`config.mk`:
```
export PLATFORM = sky130hd
export DESIGN_NAME = seq1011_tx
export DESIGN_NICKNAME = d
export VERILOG_FILES = /design/src/rtl/seq_pkg.sv /design/src/rtl/seq1011_tx.sv
export SDC_FILE = /design/constraint.sdc
export NUM_CORES = 1
export LEC_CHECK = 0
export ABC_CLOCK_PERIOD_IN_PS = 2070
export CAP_MARGIN = 20
export CORE_MARGIN = 4
export CORE_UTILIZATION = 55
export CTS_CLUSTER_DIAMETER = 40
export DETAILED_ROUTE_END_ITERATION = 10
export GPL_TIMING_DRIVEN = 0
export PLACE_DENSITY = 0.78
export SYNTH_ARGS = -nofsm -noshare
export SYNTH_HDL_FRONTEND = slang
export SYNTH_SLANG_ARGS = --single-unit
```
`constraint.sdc`:
```
create_clock -name clk -period 2.07 [get_ports clk]
set_input_delay 0.414 -clock clk [delete_from_list [all_inputs] [get_ports clk]]
set_output_delay 0.414 -clock clk [all_outputs]
set_load 0.01 [all_outputs]
```
`src/rtl/seq_pkg.sv`:
```
// Shared definitions for the 1011 serial link (transmitter and detector side).
package seq_pkg;

   localparam int             PAT_W   = 4;
   localparam logic [PAT_W-1:0] PATTERN = 4'b1011;

   localparam logic [2:0] ST_IDLE  = 3'd0;
   localparam logic [2:0] ST_PRE   = 3'd1;
   localparam logic [2:0] ST_DATA  = 3'd2;
   localparam logic [2:0] ST_STUFF = 3'd3;
   localparam logic [2:0] ST_GAP   = 3'd4;

   typedef enum logic [2:0] {
      S_IDLE  = ST_IDLE,
      S_PRE   = ST_PRE,
      S_DATA  = ST_DATA,
      S_STUFF = ST_STUFF,
      S_GAP   = ST_GAP
   } state_e;

   // A 1 following these three line bits would complete the pattern.
   localparam logic [2:0] STUFF_HIST = 3'b101;

endpackage

```
`src/rtl/seq1011_tx.sv`:
```
// Serial frame transmitter: preamble 1011, zero-stuffed MSB-first payload, guard zeros.
// state | meaning
// IDLE  | line low, waiting for din_valid
// PRE   | driving the preamble bits
// DATA  | driving a payload bit
// STUFF | driving an inserted 0 (payload bit held back)
// GAP   | driving guard zeros before returning to IDLE
module seq1011_tx
   import seq_pkg::*;
#(
   parameter int DATA_W = 8,
   parameter int GAP    = 1
) (
   input  logic              clk,
   input  logic              rst,
   input  logic [DATA_W-1:0] din,
   input  logic              din_valid,
   output logic              din_ready,
   output logic              op,
   output logic              busy
);

   localparam int CW = $clog2(DATA_W + 1);
   localparam int GW = $clog2(GAP + 1);
   localparam int PW = $clog2(PAT_W + 1);

   localparam logic [CW-1:0] CNT_LAST = CW'(DATA_W);
   localparam logic [GW-1:0] GAP_LOAD = GW'(GAP - 1);
   localparam logic [PW-1:0] PRE_LOAD = PW'(PAT_W - 1);

   state_e            state_q, state_d;
   logic              op_q, op_d;
   logic [DATA_W-1:0] shift_q, shift_d;
   logic [CW-1:0]     cnt_q, cnt_d;
   logic [GW-1:0]     gcnt_q, gcnt_d;
   logic [PW-1:0]     pcnt_q, pcnt_d;
   logic [PAT_W-2:0]  pre_q, pre_d;
   logic [2:0]        hist_q, hist_d;

   always_comb begin
      state_d = state_q;
      op_d    = 1'b0;
      shift_d = shift_q;
      cnt_d   = cnt_q;
      gcnt_d  = gcnt_q;
      pcnt_d  = pcnt_q;
      pre_d   = pre_q;
      unique case (state_q)
         S_IDLE: begin
            if (din_valid) begin
               state_d = S_PRE;
               op_d    = PATTERN[PAT_W-1];
               pre_d   = PATTERN[PAT_W-2:0];
               pcnt_d  = PRE_LOAD;
               shift_d = din;
               cnt_d   = '0;
            end
         end
         S_PRE, S_DATA, S_STUFF: begin
            if (state_q == S_PRE && pcnt_q != '0) begin
               op_d   = pre_q[PAT_W-2];
               pre_d  = pre_q << 1;
               pcnt_d = pcnt_q - 1'b1;
            end else if (cnt_q != CNT_LAST) begin
               // Stuff check happens only while payload bits remain.
               if (hist_q == STUFF_HIST) begin
                  state_d = S_STUFF;
                  op_d    = 1'b0;
               end else begin
                  state_d = S_DATA;
                  op_d    = shift_q[DATA_W-1];
                  shift_d = shift_q << 1;
                  cnt_d   = cnt_q + 1'b1;
               end
            end else begin
               state_d = S_GAP;
               op_d    = 1'b0;
               gcnt_d  = GAP_LOAD;
            end
         end
         S_GAP: begin
            if (gcnt_q != '0) begin
               gcnt_d = gcnt_q - 1'b1;
            end else begin
               state_d = S_IDLE;
            end
         end
         default: state_d = S_IDLE;
      endcase
      hist_d = (state_d == S_IDLE) ? 3'b000 : {hist_q[1:0], op_d};
   end

   always_ff @(posedge clk or negedge rst) begin
      if (!rst) begin
         state_q <= S_IDLE;
         op_q    <= 1'b0;
         shift_q <= '0;
         cnt_q   <= '0;
         gcnt_q  <= '0;
         pcnt_q  <= '0;
         pre_q   <= '0;
         hist_q  <= '0;
      end else begin
         state_q <= state_d;
         op_q    <= op_d;
         shift_q <= shift_d;
         cnt_q   <= cnt_d;
         gcnt_q  <= gcnt_d;
         pcnt_q  <= pcnt_d;
         pre_q   <= pre_d;
         hist_q  <= hist_d;
      end
   end

   assign op        = op_q;
   assign busy      = (state_q != S_IDLE);
   assign din_ready = (state_q == S_IDLE) && rst;

endmodule

```
==> results of run 1 <==
## cells in the final DEF, fill, tap and decap left out, types with 3 or more instances in the layout
cell type,count
nand2_1,8
nor2_1,9
clkdlybuf4s50_1,9
buf_4,6
buf_2,3
o21ai_0,12
ha_1,4
nor3_1,3
inv_1,5
a21oi_1,12
clkbuf_4,3
dfrtp_1,24
nand3b_1,9
mux2i_1,8
or2_2,7
o31ai_1,3
## registers in the layout (all words and copies together) (netlist names)
register  flops
shift_q       8
hist_q        3
cnt_q         4
pre_q         3
state_q       3
pcnt_q        3
op            1
## cell type report
cell class,count,area [um^2]
Buffer,6,36.3
Clock buffer,3,22.5
Clock inverter,1,7.51
Fill cell,182,692
Inverter,6,25.0
Multi-Input combinational cell,96,656
Sequential cell,25,627
Tap cell,28,35.0
Timing Repair Buffer,17,154
## cell usage after synthesis, types with 3 or more instances
cell type / n / area, um^2
nand2_1: 8 / 30.0
ha_1: 4 / 50.1
nor2_1: 10 / 37.5
or2_2: 7 / 43.8
a21oi_1: 12 / 60.1
dfrtp_1: 25 / 626
mux2i_1: 8 / 80.1
nor3_1: 3 / 15.0
o21ai_0: 12 / 60.1
buf_2: 5 / 25.0
nand3b_1: 9 / 67.6
inv_1: 6 / 22.5
o31ai_1: 3 / 22.5
## report_power, final
group / leakage (nW) / internal [mW] / switching, mW
Clock: 0.0139 / 0.0738 / 0.153
Sequential: 0.297 / 0.708 / 0.124
Combinational: 0.423 / 0.563 / 0.593
Total: 0.734 / 1.35 / 0.870
## layer usage
| layer | part of all wire [%] | vias to the layer above | track usage [%] |
|---|---|---|---|
| met1 | 46 | 499 | 23.2 |
| met3 | 4.4 | 6 | 3.39 |
| met4 | 1.4 | 0 | 9.27 |
| met2 | 48 | 28 | 30.8 |
| met5 | 0 | - | 0 |
| li1 | - | 508 | - |
## timing repair
item                       in CTS  in global routing
setup endpoints to repair       2                  1
gates cloned                    0                  0
resized for setup              14                  1
buffers inserted                5                  0
## worst register-to-register path, stage by stage (launching register included)
cell,delay [ns]
dfrtp_2,0.46
buf_4,0.16
o21bai_2,0.35
o22ai_2,0.21
nor2_4,0.33
mux2_4,0.33
## logic make-up after synthesis
family / after synthesis
and+or+nand+nor: 49
xor gates and xnor gates: 1
buffers and inverters: 13
muxes: 9
adders and majority gates: 4
DFF: 25
AOI/OAI and AO/OA: 33
## how the worst max path moves through the flow
| stage | startpoint | endpoint | slack (ns) | depth (start not counted) |
|---|---|---|---|---|
| final | state_q[1]$_DFF_PN0_ | cnt_q[0]$_DFFE_PN0P_ | 0.15 | 5 |
| after floorplan | pcnt_q[0]$_DFFE_PN0P_ | cnt_q[0]$_DFFE_PN0P_ | 0.41 | 6 |
| after global placement | rst | din_ready | -0.84 | 3 |
| after CTS | state_q[1]$_DFF_PN0_ | busy | 0.02 | 5 |
| after detailed placement | rst | din_ready | -0.87 | 3 |
| after global routing | state_q[1]$_DFF_PN0_ | cnt_q[0]$_DFFE_PN0P_ | 0.08 | 5 |
==> impl.org, run 1 <==
** Run status
- The flow ran to the end, and the final reports show no timing, DRC or antenna violations.

** Worst setup path
- Kind of start point of the critical path :: register
- The setup check on the worst reg-to-reg path leaves a slack of 0.15 ns.
- Traced cell by cell, the critical path runs through buf_4 > o21bai_2 > o22ai_2 > nor2_4 > mux2_4.
- Data arrives at the worst endpoint at 2.15 ns.
- Critical Path Sink Type :: register
- Kind of critical path :: reg -> reg
- Buffers & Inverters on Critical Path :: 1
- The cell family contributing the most delay on the critical path is compound AO/OA/AOI/OAI gates.
- Critical register-to-register path endpoint :: cnt_q[0]$_DFFE_PN0P_
- Among all stages on the critical path, the largest delay is contributed by dfrtp_2.
- Worst reg2reg startpoint :: state_q[1]$_DFF_PN0_
- Longest individual stage delay on the worst path :: 0.46 ns
- Of all nets on the critical path, the largest fanout is 9.
- Critical Path RT :: 2.30 ns
- The number of cells on the worst reg-to-reg path is 5.

** Finish
- Final-stage net count :: 170
- The number of antenna diodes in the final layout is 0.
- Relative to the synthesized area, the layout overhead comes to 17.6%.
- Of the cells placed in the final design, the portion with a size suffix greater than 1 is 18.8%.
- Final Instance Count excl. Fillers :: 182
- Once layout is complete, the utilization of the core stands at 69.3%.
- Layout Cell Area excl Fill :: 0.00156 mm^2

** Die
- Once the floorplan was initialized, standard cells occupied 58.9% of the core.
- Full die area :: 0.00327 mm^2
- The initialized floorplan defines 17 standard-cell rows.
- Die Span X :: 57.2 um
- Overall die height :: 57.2 um
- Area of the core :: 0.00225 mm^2
- 14 I/O pins were placed.

** STA
- The final-report max-slew violation count is 0.
- Setup repair after global routing left no endpoint under its margin.
- Setup violations, final :: 0
- The final count of hold timing violations was 0.
- For the final database, setup skew stands at 0.00283 ns.
- For the finished layout, the period the worst path requires is 1.92 ns.
- In the post-route analysis, the smallest setup slack over all paths is 0.148 ns.
- After routing, the total negative slack on setup checks comes to 0 ns.
- Headroom to the max-slew limit :: 63.0%
- Final cycle utilization of the critical path :: 92.8%
- On the final layout, the worst hold slack is 0.0550 ns.
- Based on the critical path, the design can be clocked at up to 520 MHz.
- Tightest Pin Transition :: 0.554 ns

** Placement
- Input and output buffers added on the ports amount to 12.
- At the end of routability-driven placement, the weighted congestion stood at 0.767.
- Once detailed placement completed, the half-perimeter wirelength came to 1850 um.
- The placed instances occupy a cell area of 0.00148 mm^2.
- In this run, placement finished with an instance count of 174.
- Dpl ws :: -0.865 ns

** Synthesis
- Simple-Gate Fraction of Synth Area :: 21.3%
- The synthesized netlist contains 30 unique library cells.
- Number of flops mapped to enable cells by yosys :: 0
- Async set or reset register ratio after synthesis :: 100%
- Sequential cell area fraction in the yosys report :: 47.1%
- Share of the synthesized area in compound gates (AO/OA/AOI/OAI) :: 15.9%
- In the synthesized netlist, the number of instances is 134.
- Among all flip-flop cells after synthesis, the most frequent one is dfrtp_1.
- Count of yosys warnings during synthesis :: 0
- The synthesized design contains 25 register bits.
- Each instance of the synthesized netlist takes up on average 9.92 um^2.
- Total nets after synthesis :: 149
- Synthesized area :: 0.00133 mm^2
- Summing the areas of all xor and xnor instances in the mapped netlist gives 0.659% of the synthesized area.
- Of the post-synthesis cell area, the part taken by muxes is 7.16%.
- After synthesis, the largest family of logic cells by area is simple AND/OR/NAND/NOR gates.
- Arithmetic-cell share of the synthesized area counting full adders, half adders and majority gates :: 3.77%

** Routing
- DRC violation total after the first TritonRoute iteration :: 32
- Summed over all layers, the routed wires come to 2700 um.
- After detailed routing, the number of remaining DRC violations is 0.
- After detailed routing, the average wire length per cell comes to 14.8 um.
- Antenna viol nets, final :: 0
- For this run, the detailed router's first-pass iteration total came to 4.
- Dividing the detail-routed via count by the number of cells gives 5.72.
- Detailed-route via count :: 1041

** Power
- Pwr dens :: 1420 mW/mm^2
- The analysis attributes to cell leakage a power of 0.734 nW.
- Across the VDD grid, the largest voltage drop is 0.849 mV.
- PnR Total Power :: 2.22 mW

** Flow run
- The tool flagged a number of max-cap violations equal to 0.

** Clock tree
- Hold repair after CTS inserted 0 buffers.
- TritonCTS built the clock tree.
- Num CTS Buffers :: 3
- CTS built an H-tree with a depth of 1.
- # clock sinks :: 25
- Clock Pin Slew Worst Setup and Hold Paths :: 0.14 ns
- Maximum number of buffers from clock root to sink :: 2
- For the worst-skew pair, the clock arrives at the later sink with an insertion delay of 0.32 ns.
- CTS root buffer :: clkbuf_4

** GRT
- After global routing the overflow that remains totals 0.
- Across every metal layer, demand over resource in global routing totals 18.6%.
- Global-route wire length before repair :: 4840 um
- Number of antenna violations at the first check in global routing :: 0
- Maximum number of pins on one net before global-route repair :: 27
- The number of global-route vias before repair came to 1099.

** Worst hold path
- Min-delay worst type :: in -> async
Note: power is estimated with default switching activity, not from simulation.
==> run 2: changes to the inputs <==
--- a/config.mk
+++ b/config.mk
@@ -13,6 +13,7 @@
 export DETAILED_ROUTE_END_ITERATION = 10
 export GPL_TIMING_DRIVEN = 0
 export PLACE_DENSITY = 0.78
+export RECOVER_POWER = 100
 export SYNTH_ARGS = -nofsm -noshare
 export SYNTH_HDL_FRONTEND = slang
 export SYNTH_SLANG_ARGS = --single-unit
==> run 2 against run 1 <==
Fmax down 1.7%. Worst setup slack got worse by 0.033 ns. Final cell count is the same. Sequential share of layout area grew 0.13 points. Utilization fell by 0.22 points. Clock skew fell by 0.0019 ns. Design area down 0.32%. Register-to-register slack lost 0.03 ns. First-iteration DRC count down 31%. Critical path depth did not move. Hold slack better by 0.0051 ns. Largest cell class unchanged.
==> impl.org, run 2 (synthesis gave the netlist of run 1 again) <==
** Worst setup path
- The startpoint identified for the worst register-to-register timing path is state_q[1]$_DFF_PN0_.
- The combined buffer and inverter count along the critical path came to 1 (unchanged).
- The cell depth of the worst flop-to-flop path came to 5 (unchanged).
- STA classifies the critical path endpoint as a register.
- Cell count along the critical path :: 5 (unchanged)
- The critical path goes through clkbuf_1 > o21bai_2 > o22ai_2 > nor2_4 > mux2_4.
- Kind of critical path :: reg -> reg
- Critical path origin :: state_q[1]$_DFF_PN0_
- Critical Path RT :: 2.30 ns (about the same)
- Critical Path AT :: 2.18 ns (+0.03 ns)
- Flop2flop setup slack :: 0.12 ns (-0.03 ns)
- Last element of the critical path :: cnt_q[0]$_DFFE_PN0P_
- The largest stage delay on the critical path is 0.45 ns (about the same).
- Kind of start point of the critical path :: register
- Max Fanout on Critical Path :: 9 (unchanged)
- Critical register-to-register path endpoint :: cnt_q[0]$_DFFE_PN0P_
- Critical-path top delay cell :: dfrtp_2
- Grouping stages by cell kind, the critical path spends the most delay in compound AO/OA/AOI/OAI gates.

** GRT
- The overall fraction of global-route tracks in use was 18.6% (unchanged).
- In this run the most used layer during global routing was met2.
- M1 GR Usage :: 23.2% (unchanged)
- Met2 Resource Use GR :: 30.8% (unchanged)
- The first-pass GRT wire length was 4840 um (unchanged).
- Maximum number of pins on one net before global-route repair :: 27 (unchanged)
- The number of global-route vias before repair was 1099 (unchanged).
- Number of antenna violations at the first check in global routing :: 0 (unchanged)
- The total congestion overflow came to 0 (unchanged).
- The met3 capacity usage during global routing is 3.39% (unchanged).

** Placement
- The port buffer count came to 12 (unchanged).
- DP Wirelength :: 1850 um (unchanged)
- Dpl ws :: -0.865 ns (unchanged)
- The final RePlAce weighted congestion is 0.767 (unchanged).

** Finish
- Leaving out fill and tap cells, the most frequent cell in the layout is dfrtp_1.
- Count of antenna diodes in the layout :: 0 (unchanged)
- The number of inserted filler cells in the final layout came to 185 (+1.6%).
- Final-stage net count :: 170 (unchanged)
- Post-synthesis to final-layout area growth :: 17.2%
- The layout cell share with drive strength beyond 1 was 17.5% (-1.3 points).
- The area taken by flip-flops and latches is 627 um^2 (unchanged).
- Number of flip-flops under the largest register name :: 8 (unchanged)
- Most frequent cells in the layout :: dfrtp_1, o21ai_0, a21oi_1
- The combined area of the multi-input logic cells is 656 um^2 (unchanged).
- Register bank with the most flops :: shift_q
- In the final layout, the registers with the most flip-flops are shift_q x8, cnt_q x4.

** STA
- The final worst slack was 0.115 ns (-0.0330 ns).
- Unrepaired setup endpoints after global routing :: false
- Final Hold Fails :: 0 (unchanged)
- The final worst-path cycle share came to 94.4% (+1.6 points).
- Tightest Pin Transition :: 0.569 ns (+0.0146 ns)
- The final period demand of the worst path is 1.95 ns (+0.0330 ns).
- Worst clock skew on the final layout :: 0.000909 ns (-0.00192 ns)
- F_max :: 512 MHz (-1.7%)
- The total of endpoints with negative setup slack in the final report is 0 (unchanged).
- The final-report max-slew violation count is 0 (unchanged).
- Headroom to the max-slew limit :: 62.1% (-0.97 points)

** Power
- The sequential fraction of design power was 37.7% (about the same).
- The post-route total power is 2.20 mW (-0.61%).
- The internal power came to 1.33 mW (-1.0%).
- Logic gate share of total power :: 51.9% (-0.3 points)
- The clock share of power is 10.4% (+0.2 points).
- The peak supply drop came to 0.847 mV (-0.23%).
- Switching share of power :: 39.5% (+0.25 points)
- The cell area power density was 1410 mW/mm^2 (-0.29%).
- The reported net switching power was 0.870 mW (about the same).
- The reported leakage power is 0.727 nW (-0.99%).

** Worst hold path
- Min-delay worst type :: in -> async

** Die
- Die Span X :: 57.2 um (unchanged)
- The initial standard-cell utilization of the core came to 58.9% (unchanged).
- Overall die height :: 57.2 um (unchanged)
- Number of primary I/O pins :: 14 (unchanged)
- The placeable core region came to 0.00225 mm^2 (unchanged).
- Site Rows :: 17 (unchanged)
- The full die area is 0.00327 mm^2 (unchanged).

** Clock tree
- Clock tree synthesis selected as its root buffer the cell clkbuf_4.
- TritonCTS built the clock tree.
- The clock transition at the registers of the reported paths came to 0.14 ns (about the same).
- The CTS buffer count was 3 (unchanged).
- Maximum number of buffers from clock root to sink :: 2 (unchanged)
- The clock sink count was 25 (unchanged).
- Latest clock arrival within the worst-skew pair :: 0.32 ns (about the same)
- H-Tree Depth :: 1 (unchanged)

** Routing
- Drt pass-1 iters :: 4 (unchanged)
- Detailed-route via count :: 1053 (+1.2%)
- Routed len/inst :: 14.9 um (+0.33%)
- The number of routed nets with antenna violations came to 0 (unchanged).
- DRC violation total after the first TritonRoute iteration :: 22 (-31%)
- The post-route DRC violation count came to 0 (unchanged).
- The average vias per placed instance came to 5.79 (+1.2%).
- Total wire length after detailed routing :: 2710 um (+0.33%)

** Run status
- The flow ran to the end, and the final reports show no timing, DRC or antenna violations.

** Flow run
- The total of max-cap violations came to 0 (unchanged).
run 2: layout make-up:
cell class                 instances  share of cell area [%]
clock inverter                     1                   0.482
inverter                           6                    1.61
timing repair buffer              17                    9.64
sequential                        25                    40.2
multi-input combinational         96                    42.1
clock buffer                       3                    1.45
buffer                             6                    2.25
tap                               28                    2.25
run 2: per-stage QoR:
stage	hold slack (ns)	std cells	setup TNS, ns	util (%)	area [um^2]
floorplan	0.118	134	0	-	1330
CTS	0.0724	182	0	69.2	1560
global route	0.0862	182	0	69.1	1560
finish	0.0601	182	0	69.1	1560
detailed placement	0.479	174	-0.865	65.8	1480
global placement	0.463	174	-0.837	65.8	1480
run 2: power by group through the flow:
| stage | Clock (mW) | Sequential, mW | Combinational, mW |
|---|---|---|---|
| floorplan | 0 | 0.817 | 0.815 |
| global placement | 0 | 0.832 | 1.03 |
| detailed placement | 0 | 0.849 | 1.06 |
| CTS | 0.233 | 0.830 | 1.16 |
| global route | 0.261 | 0.863 | 1.28 |
| finish | 0.228 | 0.831 | 1.14 |
run 2: worst min-delay path by stage:
stage | slack [ns] | endpoint
after detailed placement | 0.48 | shift_q[0]$_DFFE_PN0P_
final | 0.06 | shift_q[3]$_DFFE_PN0P_
after floorplan | 0.12 | cnt_q[0]$_DFFE_PN0P_
after global placement | 0.46 | pcnt_q[0]$_DFFE_PN0P_
after CTS | 0.07 | shift_q[3]$_DFFE_PN0P_
after global routing | 0.09 | shift_q[5]$_DFFE_PN0P_
run 2: repair_timing:
item,4_1_cts,5_1_grt
hold buffers,0,0
cloned,0,0
setup endpoints to repair,2,1
buffers inserted,5,0
gates resized for setup,14,1
run 2: layer usage:
layer,wire (um),up-vias
met4,33,0
li1,-,511
met2,1300,34
met5,0,-
met1,1220,504
met3,147,4
run 2: worst reg2reg max path, stage by stage, from the launching register on:
cell and delay (ns):
dfrtp_2 0.45, clkbuf_1 0.16, o21bai_2 0.37, o22ai_2 0.21, nor2_4 0.33, mux2_4 0.33
==> run 3: changes to the inputs <==
--- a/config.mk
+++ b/config.mk
@@ -10,6 +10,7 @@
 export CORE_MARGIN = 4
 export CORE_UTILIZATION = 55
 export CTS_CLUSTER_DIAMETER = 40
+export CTS_CLUSTER_SIZE = 8
 export DETAILED_ROUTE_END_ITERATION = 10
 export GPL_TIMING_DRIVEN = 0
 export PLACE_DENSITY = 0.78
==> results of run 3 <==
No change in the layout: final DEF, timing and power equal those of run 2.
